===== config.mk =====
export PLATFORM = sky130hd
export DESIGN_NAME = mc6845_bus_sequencer
export DESIGN_NICKNAME = d
export VERILOG_FILES = /design/src/rtl/mc6845_bus_sequencer.sv
export SDC_FILE = /design/constraint.sdc
export NUM_CORES = 1
export LEC_CHECK = 0
export ABC_AREA = 1
export CAP_MARGIN = 20
export CORE_MARGIN = 1.5
export CORE_UTILIZATION = 52
export DETAILED_ROUTE_END_ITERATION = 8
export GPL_TIMING_DRIVEN = 1
export MAX_ROUTING_LAYER = met4
export PLACE_DENSITY_LB_ADDON = 0.25
export SYNTH_ARGS = -nofsm -noshare
export SYNTH_HDL_FRONTEND = slang
export SYNTH_SLANG_ARGS = --single-unit
export TNS_END_PERCENT = 30

===== constraint.sdc =====
create_clock -name clk -period 2.9 [get_ports clk]
set_input_delay 0.29 -clock clk [delete_from_list [all_inputs] [get_ports clk]]
set_output_delay 0.29 -clock clk [all_outputs]
set_load 0.01 [all_outputs]

===== src/rtl/mc6845_bus_sequencer.sv =====
// Host-side MC6845 CRTC register-port sequencer: every register write is an
// address-register phase followed by a data phase, sourced from a latched table or the host port.
module mc6845_bus_sequencer #(
  parameter int NUM_REGS = 16,
  parameter int E_HIGH   = 2,
  parameter int E_LOW    = 2
) (
  input  logic                  clk,
  input  logic                  rst_n,
  input  logic                  start,
  input  logic [NUM_REGS*8-1:0] cfg,
  input  logic                  wr_req,
  input  logic [4:0]            wr_addr,
  input  logic [7:0]            wr_data,
  output logic                  wr_ack,
  output logic                  busy,
  output logic                  done,
  output logic                  csn,
  output logic                  e,
  output logic                  rs,
  output logic                  rw,
  output logic [7:0]            d_out,
  output logic                  d_oe
);

  typedef enum logic [2:0] {
    IDLE,
    ADDR_HI,
    ADDR_LO,
    DATA_HI,
    DATA_LO,
    GAP
  } state_t;

  localparam int TMAX = (E_HIGH > E_LOW) ? E_HIGH : E_LOW;
  localparam int TW   = (TMAX > 1) ? $clog2(TMAX) : 1;
  localparam logic [TW-1:0] T_HI = TW'(E_HIGH - 1);
  localparam logic [TW-1:0] T_LO = TW'(E_LOW - 1);
  localparam logic [4:0]    LAST = 5'(NUM_REGS - 1);

  state_t                state;
  logic [TW-1:0]         tmr;
  logic [4:0]            idx;
  logic                  seq;
  logic [NUM_REGS*8-1:0] tbl;
  logic [7:0]            hdata;
  logic [7:0]            cur_val;

  assign cur_val = 8'(tbl >> {idx, 3'b000});

  // The address value sits in d_out through both ADDR phases, so only the host data needs a holding register.
  always_ff @(posedge clk or negedge rst_n) begin
    if (!rst_n) begin
      state  <= IDLE;
      tmr    <= '0;
      idx    <= '0;
      seq    <= 1'b0;
      tbl    <= '0;
      hdata  <= '0;
      csn    <= 1'b1;
      e      <= 1'b0;
      rs     <= 1'b0;
      rw     <= 1'b1;
      d_out  <= '0;
      d_oe   <= 1'b0;
      busy   <= 1'b0;
      done   <= 1'b0;
      wr_ack <= 1'b0;
    end else begin
      done   <= 1'b0;
      wr_ack <= 1'b0;
      unique case (state)
        IDLE: begin
          if (start || wr_req) begin
            state <= ADDR_HI;
            tmr   <= T_HI;
            idx   <= '0;
            csn   <= 1'b0;
            e     <= 1'b1;
            rs    <= 1'b0;
            rw    <= 1'b0;
            d_oe  <= 1'b1;
            busy  <= 1'b1;
            if (start) begin
              seq   <= 1'b1;
              tbl   <= cfg;
              d_out <= 8'h00;
            end else begin
              seq   <= 1'b0;
              hdata <= wr_data;
              d_out <= {3'b000, wr_addr};
            end
          end
        end

        ADDR_HI: begin
          if (tmr == '0) begin
            state <= ADDR_LO;
            tmr   <= T_LO;
            e     <= 1'b0;
          end else begin
            tmr <= tmr - TW'(1);
          end
        end

        ADDR_LO: begin
          if (tmr == '0) begin
            state <= DATA_HI;
            tmr   <= T_HI;
            e     <= 1'b1;
            rs    <= 1'b1;
            d_out <= seq ? cur_val : hdata;
          end else begin
            tmr <= tmr - TW'(1);
          end
        end

        DATA_HI: begin
          if (tmr == '0) begin
            state <= DATA_LO;
            tmr   <= T_LO;
            e     <= 1'b0;
          end else begin
            tmr <= tmr - TW'(1);
          end
        end

        DATA_LO: begin
          if (tmr == '0) begin
            state  <= GAP;
            csn    <= 1'b1;
            rs     <= 1'b0;
            rw     <= 1'b1;
            d_oe   <= 1'b0;
            d_out  <= 8'h00;
            wr_ack <= !seq;
            done   <= seq && (idx == LAST);
          end else begin
            tmr <= tmr - TW'(1);
          end
        end

        GAP: begin
          // A sequence chains straight into the next index; anything else goes through IDLE.
          if (seq && (idx != LAST)) begin
            state <= ADDR_HI;
            tmr   <= T_HI;
            idx   <= idx + 5'd1;
            csn   <= 1'b0;
            e     <= 1'b1;
            rw    <= 1'b0;
            d_oe  <= 1'b1;
            d_out <= {3'b000, idx + 5'd1};
          end else begin
            state <= IDLE;
            busy  <= 1'b0;
            seq   <= 1'b0;
          end
        end

        default: begin
          state <= IDLE;
        end
      endcase
    end
  end

endmodule


# ---- After elaboration in Yosys (flattened, before gate mapping)
# Cells that the tools add are included.
dict set report op_classes {
  n_addsub 2
  n_eq_ne 15
  shift 1
  mux 39
  n_bitwise 1
  reduce_logical 23
}
# op count
set ops {}
lappend ops {{$shr 128x8->8} 1}
lappend ops {{$mux 8} 5}
lappend ops {{$pmux 8 s4} 1}
lappend ops {{$pmux 3 s6} 1}
lappend ops {{$mux 1} 16}
lappend ops {{$ne 2x2->1 const B} 8}
lappend ops {{$mux 3} 5}
lappend ops {{$mux 5} 3}
lappend ops {{$reduce_and 3->1} 5}
lappend ops {{$reduce_and 5->1} 3}
lappend ops {{$reduce_bool 4->1} 3}
lappend ops {{$pmux 5 s2} 1}
lappend ops {{$pmux 1 s3} 3}
lappend ops {{$pmux 1 s4} 2}
lappend ops {{$reduce_and 4->1} 2}
lappend ops {{$eq 3x2->1 const B} 2}
lappend ops {{$eq 3x3->1 const B} 2}
lappend ops {{$reduce_bool 3->1} 2}
lappend ops {{$add 5x1->5 const B} 1}
lappend ops {{$eq 5x4->1 const B} 1}
lappend ops {{$ne 5x4->1 const B} 1}
lappend ops {{$pmux 1 s2} 2}
lappend ops {{$eq 3x1->1 const B} 1}
lappend ops {{$logic_not 3->1} 1}
lappend ops {{8 further kinds} 9}
dict set report totals {
  reg_bits 161
  in_bits 145
  out_inout_bits 16
  wordCells 95
}

# ---- Longest topological paths before layout
dict set report logic_depth {
  ltp_word 4
  depth_mapped 14
  depth_no_buf 12
}

# ---- Least setup slack after synthesis
# Ideal clock, no wire load.
dict set report synth_timing {
  kind {register to register}
  start {register idx[3]}
  end {register d_out[0]}
  setup_time_ns 0.121
  arrival_ns 2.051
  required_ns 2.779
  slack_ns 0.727
  path_stages_with_launch 13
  path_buffers 3
  period_less_slack_ns 2.173
  path_cell_list {dfrtp_1 buf_2 clkinv_1 clkbuf_1 nor2_1 ha_1 nor2_1 nor2_4 nor3_4 nand3_2 buf_6 nor3_2 a21oi_2}
}
dict set report synth_via {
  elab_chain_cells 4
  word_cells_on_any_way 8
  classes_between {2 x eq/ne; 1 x shift; 3 x mux; 2 x reduce/logical}
}
# item line_no
set synth_rtl {}
lappend synth_rtl {{start: declaration} 43} ;# logic [4:0] idx;
lappend synth_rtl {{start signal: assignment} 148} ;# idx <= idx + 5'd1;
lappend synth_rtl {{$shr 128x8->8 / $ne 5x4->1 (equally long branches)} {49, 145}}
lappend synth_rtl {{$mux 8 / $logic_and 1x1->1 (equally long branches)} {112, 145}}
lappend synth_rtl {{$mux 8 / $ne 2x2->1 (equally long branches)} --}
lappend synth_rtl {{$pmux 8 s4 / $reduce_and 5->1 (equally long branches)} --}
lappend synth_rtl {{end signal: assignment} 91} ;# d_out <= {3'b000, wr_addr};
lappend synth_rtl {{end signal: assignment} 112} ;# d_out <= seq ? cur_val : hdata;
lappend synth_rtl {{end signal: assignment} 153} ;# d_out <= {3'b000, idx + 5'd1};
lappend synth_rtl {{end: declaration} 22} ;# output logic [7:0] d_out,
# Parallel ways exist; a longest one is shown, timed or not. The select of a mux whose other input is x is not followed.
# A chain may end at the register's enable or synchronous reset.

# ---- Final worst setup path
dict set report layout_timing {
  start {register idx[0]}
  end {register d_out[2]}
}
# The elaborated chain is that of the path after synthesis.

==> impl_metrics.py <==
metrics = {
    "outcome": {
        "outcome": "completed",
    },
    "critical_path": {
        "r2r-start": "idx[0]",
        "cp_cell_sequence": "ha_1, nand2_1, nor2_1, ha_1, nor2_1, nor2_4, nor3_4, nand3_2, a21oi_1, nand3_1, nand2_1, inv_1",
        "r2r_cells": 12,
        "cp.arrival_ns": 2.80,
        "r2r_slack_ns": 0.43,
        "start_kind": "register",
        "path_buf_inv": 1,
        "cpPeakStageDelay_ns": 0.60,
        "crit_family": "simple AND/OR/NAND/NOR gates",
        "cp.required_ns": 3.23,
        "worstSetupPathDepth": 12,
        "critPathKind": "reg2reg",
        "slowest_stage": "dfrtp_4",
        "crit_path_end_kind": "register",
        "crit_start": "idx[0]",
        "reg2reg_to": "d_out[2]",
        "critPathCapture": "d_out[2]",
        "critical_path_peak_fanout": 25,
    },
    "placement": {
        "dp_cells": 1260,
        "gp_congestion": 0.863,
        "port-buffer-count": 160,
        "dpl.hpwl_um": 14100,
    },
    "clock_network": {
        "cts_buffer_depth": 2,
        "htree_levels": 4,
        "clkTransAtPathRegs_ns": 0.06,
        "cts-buffers-inserted": 17,
        "postCtsSetupBuffers": 0,
        "clock-sinks": 161,
        "cts_tree": "done",
        "clock_latency_ns": 0.43,
        "ctsRootBufferMaster": "clkbuf_16",
    },
    "routing": {
        "first_pass_iters": 7,
        "drt-met1-wl_um": 9480,
        "route.met2.wl_um": 9630,
        "drc": 0,
        "wl_met3_um": 1280,
        "vias_per_cell": 5.24,
        "routed.top_layer": "met4",
        "drtAntennaViolNets": 0,
        "drt-initial-drc-count": 688,
        "vias": 6769,
        "routed_wl_um": 20800,
        "wire_per_inst_um": 16.1,
    },
    "power": {
        "p_per_area_mw_per_mm2": 954,
        "intPower_mw": 6.12,
        "vdd_drop_max_v": 0.000618,
        "switchingPower_mw": 3.45,
        "power_leakage_nw": 4.66,
        "power_frac_seq_pct": 39.8,
        "power_frac_clock_pct": 26.1,
        "p_comb_share_pct": 34.1,
        "swShare_pct": 36.0,
    },
    "cells_and_area": {
        "regArea_mm2": 0.00404,
        "finalNonFillerCells": 1293,
        "final_common_cell": "nand2_1",
        "areaGrowthSynthToFinish_pct": 30.3,
        "nNetsFinal": 1243,
        "finalCoreUtilization_pct": 69.3,
        "most-common-layout-cells": "336 x nand2_1, 159 x clkdlybuf4s50_1, 158 x dfrtp_1, 127 x o21ai_0, 94 x inv_1",
        "n_fill_cell": 1184,
        "layout-drive-gt1-share_pct": 7.39,
        "antenna_cells": 0,
        "multiInputGateArea_mm2": 0.00302,
    },
    "logic_synthesis": {
        "syn_inst": 964,
        "yosys.area_share.simple_pct": 23.6,
        "synth_area_per_cell_um2": 7.99,
        "ys_warn_count": 0,
        "synth_fa_ha_area_share_pct": 0.325,
        "netlist_area_mm2": 0.00770,
        "yosysSeqAreaShare_pct": 52.3,
        "syn_nets": 1111,
        "synth.distinct_cells": 32,
        "synthMuxAreaShare_pct": 1.32,
        "synth_top_family_by_area": "simple AND/OR/NAND/NOR gates",
        "ys_ff_latch": 161,
        "synth_xor_area_share_pct": 0,
        "synth_compound_area_share_pct": 13.9,
    },
    "global_routing": {
        "overflow": 0,
        "antenna_found_initial": 0,
        "grt_pass1_vias": 6645,
        "grt_first_pass_wirelength_um": 34000,
        "grt_usage_pct": 28.6,
        "grt_max_degree": 203,
    },
    "floorplan": {
        "initial_core_util_pct": 53.2,
        "io_pins": 161,
        "die_y_um": 125,
        "fp.dieW_um": 125,
        "core-area_mm2": 0.0145,
        "fp-row-count": 44,
        "fp.dieArea_mm2": 0.0156,
    },
    "timing": {
        "max_freq_ghz": 0.405,
        "min_period_ns": 2.47,
        "finalSetupTns_ns": 0,
        "slew-limit-headroom_pct": 33.5,
        "drv_slew": 0,
        "period_share_pct": 85.1,
        "setup_violations": 0,
        "worst_pin_slew_ns": 0.996,
        "rsz0062_at_grt": "false",
        "fin_worst_skew_ns": 0.00483,
        "final-hold-violation-count": 0,
    },
    "hold_path": {
        "hold_class": "in2async",
    },
    "flow_run": {
        "maxCapViolCount": 0,
    },
}
==> worst min-delay path by stage <==
stage | start | to | slack, ns | cells after the start
5_1_grt | cfg[38] | tbl[38] | 0.40 | 3
6_report | rst_n | tbl[52] | 0.39 | 2
4_1_cts | cfg[22] | tbl[22] | 0.39 | 3
3_5_place_dp | rst_n | tbl[46] | 0.30 | 1
2_1_floorplan | rst_n | busy | -0.006 | 0
3_3_place_gp | rst_n | tbl[52] | 0.30 | 1
==> synth_stat cells (all sizes together) <==
| library cell | instances | area, um^2 |
|---|---|---|
| dfstp | 1 | 26.3 |
| o31ai | 1 | 7.51 |
| o21ai | 136 | 681 |
| dfrtp | 160 | 4000 |
| inv | 100 | 378 |
| clkbuf | 20 | 75.1 |
| nor2 | 28 | 133 |
| or2 | 2 | 12.5 |
| ha | 2 | 25.0 |
| nor3 | 7 | 73.8 |
| nand4 | 2 | 12.5 |
| nand2 | 342 | 1300 |
| clkinv | 2 | 7.51 |
| a21oi | 42 | 233 |
| o211ai | 20 | 150 |
| nand3 | 54 | 285 |
| mux2 | 9 | 101 |
| buf | 36 | 194 |
==> per-layer routing <==
layer,vias to the layer above,GRT usage (%)
li1,3322,-
met4,0,9.33
met2,226,43.1
met1,3186,39.1
met3,35,5.67
met5,-,-
==> layout make-up <==
cell class,count,share of cell area [%]
repair buffers,169,17.0
well taps,184,2.29
flip-flops and latches,161,40.2
clock inverters,10,1.80
multi-input cells,645,30.1
clock buffers,22,4.73
inverters,102,3.84
==> through the flow <==
stage          worst slack, ns  area (um^2)  hold slack (ns)  total power [mW]
2_1_floorplan            0.727         7700         -0.00559              5.94
3_3_place_gp             0.506         9370            0.297              6.95
3_5_place_dp             0.490         9370            0.301              7.05
4_1_cts                  0.439        10000            0.385              9.59
5_1_grt                  0.305        10000            0.401              10.2
6_report                 0.433        10000            0.389              9.57
==> registers in the layout, indices dropped and copies added, names as in the netlist, 3 cells and up <==
signal / flops
d_out: 8
hdata: 8
state: 3
idx: 5
tbl: 128
==> kinds of logic (layout without fill, tap and decap cells) <==
kind of cell | count (synthesis) | count (layout)
AOI/OAI and AO/OA | 199 | 199
adders and majority gates | 2 | 2
buffers and inverters | 158 | 303
DFF | 161 | 161
muxes | 9 | 9
and+or+nand+nor | 435 | 435
==> power groups by stage <==
stage / clock network (mW) / logic [mW] / registers [mW]
finish: 2.50 / 3.26 / 3.81
global route: 2.60 / 3.72 / 3.91
CTS: 2.51 / 3.28 / 3.80
detailed placement: 0 / 3.24 / 3.82
global placement: 0 / 3.16 / 3.79
floorplan: 0 / 2.25 / 3.69
==> what timing repair did <==
action                    CTS  global route
hold buffers                1             0
gates resized for setup     0             0
hold endpoints to repair   57             0
(Power assumes the default switching activity.)
